## config.mk

```make
export PLATFORM = sky130hd
export DESIGN_NAME = particle_update_sequencer
export DESIGN_NICKNAME = d
export VERILOG_FILES = /design/src/rtl/particle_update_sequencer.sv
export SDC_FILE = /design/constraint.sdc
export NUM_CORES = 1
export LEC_CHECK = 0
export CAP_MARGIN = 0
export CORE_UTILIZATION = 50
export DETAILED_ROUTE_END_ITERATION = 16
export PLACE_DENSITY = 0.85
export SKIP_LAST_GASP = 1
export SLEW_MARGIN = 0
export SYNTH_ARGS = -nofsm -noshare
export SYNTH_HDL_FRONTEND = slang
export SYNTH_SLANG_ARGS = --single-unit
```

## constraint.sdc

```tcl
create_clock -name clk -period 3.3 [get_ports clk]
set_clock_uncertainty 0.1 [all_clocks]
set_input_delay 0.825 -clock clk [delete_from_list [all_inputs] [get_ports clk]]
set_output_delay 0.825 -clock clk [all_outputs]
set_load 0.005 [all_outputs]
```

## src/rtl/particle_update_sequencer.sv

```systemverilog
// Verlet position update sweep over a particle memory: read, compute, write back each particle in turn.
// Optional build macro FLOOR_CLAMP_EN clamps the new y (and previous y) to Y_MAX.
module particle_update_sequencer #(
  parameter int               WIDTH       = 32,
  parameter int               N_PARTICLES = 16,
  parameter int               ADDR_W      = 4,
  parameter logic [WIDTH-1:0] GRAVITY     = WIDTH'(32'h00000333),
  parameter logic [WIDTH-1:0] Y_MAX       = WIDTH'(32'h00010000)
) (
  input  logic              clk,
  input  logic              rst_n,
  input  logic              start,
  output logic              busy,
  output logic              done,
  output logic              rd_en,
  output logic [ADDR_W-1:0] rd_addr,
  input  logic [WIDTH-1:0]  rd_x,
  input  logic [WIDTH-1:0]  rd_y,
  input  logic [WIDTH-1:0]  rd_px,
  input  logic [WIDTH-1:0]  rd_py,
  output logic              wr_en,
  input  logic              wr_ready,
  output logic [ADDR_W-1:0] wr_addr,
  output logic [WIDTH-1:0]  wr_x,
  output logic [WIDTH-1:0]  wr_y,
  output logic [WIDTH-1:0]  wr_px,
  output logic [WIDTH-1:0]  wr_py
);

  typedef enum logic [2:0] {IDLE, READ, CALC, WRITE, DONE} state_t;

  localparam logic [ADDR_W-1:0] LAST_IDX = ADDR_W'(N_PARTICLES - 1);

  state_t            state_reg, state_next;
  logic [ADDR_W-1:0] i_reg, i_next;
  logic [WIDTH-1:0]  x_reg, y_reg, px_reg, py_reg;
  logic [WIDTH-1:0]  x_next, y_next, px_next, py_next;
  logic [WIDTH-1:0]  y_raw;

  always_ff @(posedge clk or negedge rst_n) begin
    if (!rst_n) begin
      state_reg <= IDLE;
      i_reg     <= '0;
    end else begin
      state_reg <= state_next;
      i_reg     <= i_next;
    end
  end

  always_comb begin
    state_next = state_reg;
    i_next     = i_reg;
    case (state_reg)
      IDLE: begin
        if (start) begin
          i_next     = '0;
          state_next = READ;
        end
      end
      READ:  state_next = CALC;
      CALC:  state_next = WRITE;
      WRITE: begin
        if (wr_ready) begin
          if (i_reg == LAST_IDX) begin
            state_next = DONE;
          end else begin
            i_next     = i_reg + 1'b1;
            state_next = READ;
          end
        end
      end
      DONE:    state_next = IDLE;
      default: state_next = IDLE;
    endcase
  end

  // Memory data is valid during CALC, so the new positions are formed from it there.
  always_comb begin
    x_next  = (rd_x << 1) - rd_px;
    y_raw   = (rd_y << 1) - rd_py + GRAVITY;
    px_next = rd_x;
    y_next  = y_raw;
    py_next = rd_y;
`ifdef FLOOR_CLAMP_EN
    if ($signed(y_raw) > $signed(Y_MAX)) begin
      y_next  = Y_MAX;
      py_next = Y_MAX;
    end
`endif
  end

  always_ff @(posedge clk or negedge rst_n) begin
    if (!rst_n) begin
      x_reg  <= '0;
      y_reg  <= '0;
      px_reg <= '0;
      py_reg <= '0;
    end else if (state_reg == CALC) begin
      x_reg  <= x_next;
      y_reg  <= y_next;
      px_reg <= px_next;
      py_reg <= py_next;
    end
  end

  always_comb begin
    busy  = (state_reg != IDLE);
    done  = (state_reg == DONE);
    rd_en = (state_reg == READ);
    wr_en = (state_reg == WRITE);
  end

  // Address outputs follow the index directly; it is zero whenever reset is active.
  assign rd_addr = i_reg;
  assign wr_addr = i_reg;
  assign wr_x    = x_reg;
  assign wr_y    = y_reg;
  assign wr_px   = px_reg;
  assign wr_py   = py_reg;

endmodule

```

-- After elaboration in Yosys (flattened, before gate mapping)
Cells that the tools add are included.
- $add $sub $neg: 4
- equal/unequal tests: 8
- muxes and demuxes: 8
- reduce and logical (&&, ||, !) cells: 5
- operator list (cell ; number):
    $sub 32x32->32 ; 2
    $add 32x10->32 const B ; 1
    $mux 4 ; 3
    $pmux 3 s4 ; 1
    $mux 3 ; 3
    $pmux 4 s2 ; 1
    $eq 3x2->1 const B ; 2
    $add 4x1->4 const B ; 1
    $eq 4x4->1 const B ; 1
    $ne 2x2->1 const B ; 2
    $reduce_and 4->1 ; 1
    $eq 3x1->1 const B ; 1
    $eq 3x3->1 const B ; 1
    $logic_not 3->1 ; 1
    $reduce_bool 3->1 ; 1
    $ne 2x1->1 const B ; 1
    $reduce_and 2->1 ; 1
    $reduce_bool 2->1 ; 1
- bits in registers: 135
- input port bits: 132
- output and inout port bits: 140
- word-level logic and storage cells: 31

-- Logic depth before layout (Yosys ltp)
- word-level depth: 4
- mapped depth: 15

-- Least setup slack after synthesis
OpenSTA, ideal clock, no wires.
- kind: in2reg
- start point: in rd_y[8]
- end point: reg y_reg[30], in the netlist wr_y[30]
- setup time: 129 ps
- arrival: 3425 ps
- path slack: -354 ps
- stages on the path: 13
- path buffers: 0
- cells stage by stage: inv_1 > ha_1 > inv_1 > ha_1 > a21o_1 > or3_1 > o21ba_1 > a221o_1 > a2111oi_2 > nand2b_2 > o221a_4 > xor2_2 > o21ai_1
- cells in the longest elaborated chain, start to end: 2
- ends and longest elaborated chain (what ; line ; text):
    start, declared ; 18 ; input logic [WIDTH-1:0] rd_y,
    $sub 32x32->32 ; 80 ; y_raw = (rd_y << 1) - rd_py + GRAVITY;
    $add 32x10->32 ; 80 ;
    end signal, assigned ; 100 ; y_reg <= y_next;
    end, declared ; 36 ; logic [WIDTH-1:0] x_reg, y_reg, px_reg, py_reg;
Every way passes these cells.
A chain may end at the register's enable or synchronous reset.

-- Worst setup path in the final report
- start point: in rd_y[3]
- end point: reg y_reg[14], in the netlist wr_y[14]
Same word-level chain as after synthesis.

==> impl_results.md <==
* Starting Density at 51.89%
* Worst vdd ir at 0.0005260 V
* I/O pins at 272
* Via count at 9,595
* Vias in the first global route at a little under 10,000
* Max H-tree Level at 4
* Setup TNS at -1.755 ns
* Worst-path maximum fanout at 4
* Die Area at 17,930 um2
* Final layout net count at 1,581
* Fillcell total at 777
* Avg WL per Cell at between 20 and 25 um
* Share of layout cells above drive strength 1 at 31.73%
* Cell Rows at 47
* CTS sink count at 135
* Final period utilization at 110.9%
* Worst setup SP type: primary input
* Number of vias per cell at 6.031
* Area contributors post-synth: dfrtp_1 39%, ha_1 13%, mux2_2 8.4%
* Overall power at 0.01049 W
* DRT iter0 DRCs at 803
* Clock latency at the later pin of the worst-skew pair at approximately 0.42 ns
* Synthesis-to-layout area growth at 67.43%
* Worst slew margin at about a third
* PortBufs at around 270
* RSZ-0062 raised after global routing: yes
* Pre-CTS setup slack at -0.9695 ns
* Post-CTS Hold Buffers at 0
* Leakage at 6.729 nW
* Max-cap violations at 0
* Post-synth EDFFs at 0
* Commonest non-fill, non-tap cell in the layout: clkdlybuf4s50_1
* Synth Cell Area at 8697 um2
* Drc violations at 0
* CTS buffer count at 17
* Worst slew pin tran at between 0.9 and 1 ns
* Failing checks: setup timing
* Pins Over Slew Limit at 0
* Final WS setup at -0.3606 ns
* Post-Layout Cell Count at 1,591
* Worst setup EP type: flip-flop
* Clock transition at path regs at ~0.07 ns
* P per Cell Area at 720.3 nW/um2
* Net count after synthesis at 1,140
* Synth area leader: dfrtp_1
* Most frequent cells in the layout: 230 x clkdlybuf4s50_1, 184 x buf_4, 135 x dfrtp_1
* Pin count of the biggest net entering global routing at between 70 and 80
* Die H at 133.9 um
* Seq/Total Area, Yosys at between 30% and 40%
* Routed Antenna Nets at 0
* Yosys cell types at 58
* First-pass DRT Iterations at 5
* WP data required at approximately 3.5 ns
* CTS tree: yes
* Worst EP arrival at 3.86 ns
* Initial antenna violation count at 5
* Final wirelength at approximately 37,000 um
* Synth Register Bits at 135
* First-pass GRT wire length at 49,280 um
* Ys async rst share at 100.0%
* Mean Syn Cell Area at 9.495 um2
* Main synth FF type: dfrtp_1
* Dpl cells at 1,520
* Yosys top cell area share at 38.84%
* Synth warn at 0
* GRT Total Usage at 35.50%
* Setup CP Type: primary input to flip-flop
* Chip width at approximately 130 um
* Clock Path Buffers at 2
* End-of-flow core utilization at 86.88%
* Outcome: finished, violations left
* Mapped Cells at 916
* Fin crit period at ~3.7 ns
* Fin. Hold Viols at 0
* Max Freq at 273.2 MHz
* Worst min path class: primary input to async pin
* Total grt overflow at 0
* Gp weighted congestion at 0.8599
* Core ar. at ~17,000 um2
* Root buf cell: clkbuf_16
* # setup viols final at 15
* Detailed Place HPWL at 20,230 um
[per-stage QoR]
stage	hold WS, ns	area (um2)
after floorplan	0.3733	8780
after global placement	0.3598	12770
after detailed placement	0.3710	12770
after CTS	0.3182	13970
after global routing	0.3455	14560
final	0.3009	14560
[synthesized netlist by cell type, types with 2 or more instances]
| master | instances |
|---|---|
| dfrtp_1 | 135 |
| nand2_1 | 98 |
| o21ai_0 | 94 |
| inv_1 | 92 |
| ha_1 | 90 |
| a21oi_1 | 66 |
| mux2_2 | 65 |
| xnor2_1 | 36 |
| clkbuf_1 | 34 |
| a21o_1 | 25 |
| nor2_1 | 23 |
| xor2_1 | 22 |
| nand3_1 | 13 |
| o21bai_1 | 10 |
| a31oi_1 | 9 |
| nand4_1 | 9 |
| nand2b_1 | 7 |
| a211oi_1 | 6 |
| nor2b_1 | 5 |
| nor3_1 | 5 |
| o211ai_1 | 5 |
| a211o_1 | 4 |
| and2_1 | 4 |
| and3_1 | 4 |
| buf_4 | 4 |
| nor3b_1 | 4 |
| o221ai_1 | 4 |
| and4_1 | 3 |
| o2111ai_1 | 3 |
| o21a_1 | 3 |
| a221o_1 | 2 |
| a32o_1 | 2 |
| fa_1 | 2 |
| nor4_1 | 2 |
| o311ai_0 | 2 |
| o31a_1 | 2 |
[layer usage]
metal	global-route usage, %	part of all wire, %	up-vias
li1	-	-	4095
met3	6.160	8.4	250
met1	38.99	34	4575
met4	22.73	8.4	2
met5	0	0.024	-
met2	63.24	49	673
[path summary, 6_finish.rpt]
kind / from / endpoint / slack, ns / cells past startpoint
max: rd_y[3] / wr_y[14]$_DFFE_PN0P_ / -0.36 / 15
min: rst_n / wr_x[30]$_DFFE_PN0P_ / 0.30 / 1
max reg2reg: state_reg[1]$_DFFE_PN0P_ / wr_y[17]$_DFFE_PN0P_ / 0.64 / 3
min reg2reg: wr_x[27]$_DFFE_PN0P_ / wr_x[27]$_DFFE_PN0P_ / 0.39 / 2
max in group asynchronous: rst_n / wr_x[14]$_DFFE_PN0P_ / 1.90 / 2
min in group clk: wr_x[27]$_DFFE_PN0P_ / wr_x[27]$_DFFE_PN0P_ / 0.39 / 2
[critical path, cell delays in order]
cell	delay, ns
clkdlybuf4s15_2	0.19
inv_2	0.06
ha_4	0.26
inv_2	0.04
ha_4	0.24
nor2b_4	0.13
o31a_1	0.29
o21ba_4	0.26
a221o_2	0.42
buf_4	0.16
buf_4	0.14
a21o_1	0.25
a21oi_2	0.26
xor2_2	0.21
o21ai_1	0.11
[what timing repair did]
item | 4_1_cts | 5_1_grt
setup buffers | 31 | 10
resized for setup | 114 | 134
setup endpoints to repair | 25 | 30
pin swaps | 46 | 66
cloned | 0 | 0
[logic make-up after synthesis]
kind of cell / synth area share (%)
AOI/OAI and AO/OA: 17.71
buffers and inverters: 5.783
xor gates and xnor gates: 6.028
muxes: 8.531
adders and majority gates: 13.41
and+or+nand+nor: 9.696
DFF: 38.84
[power by group]
| part | internal [W] | total (W) | switching [W] |
|---|---|---|---|
| Clock | 0.00128 | 0.00205 | 0.000771 |
| Combinational | 0.00303 | 0.00538 | 0.00234 |
| Sequential | 0.00250 | 0.00307 | 0.000567 |
[layout make-up]
class,count,area [um2],area share (%)
Multi-Input combinational cell,651,5715,39.25
Tap cell,220,275.3,1.890
Sequential cell,135,3378,23.20
Antenna cell,3,7.507,0.05156
Inverter,92,365.4,2.509
Timing Repair Buffer,460,4202,28.85
Clock buffer,18,439.2,3.016
Clock inverter,12,178.9,1.229
No activity file was read; power rests on OpenSTA's default activity.
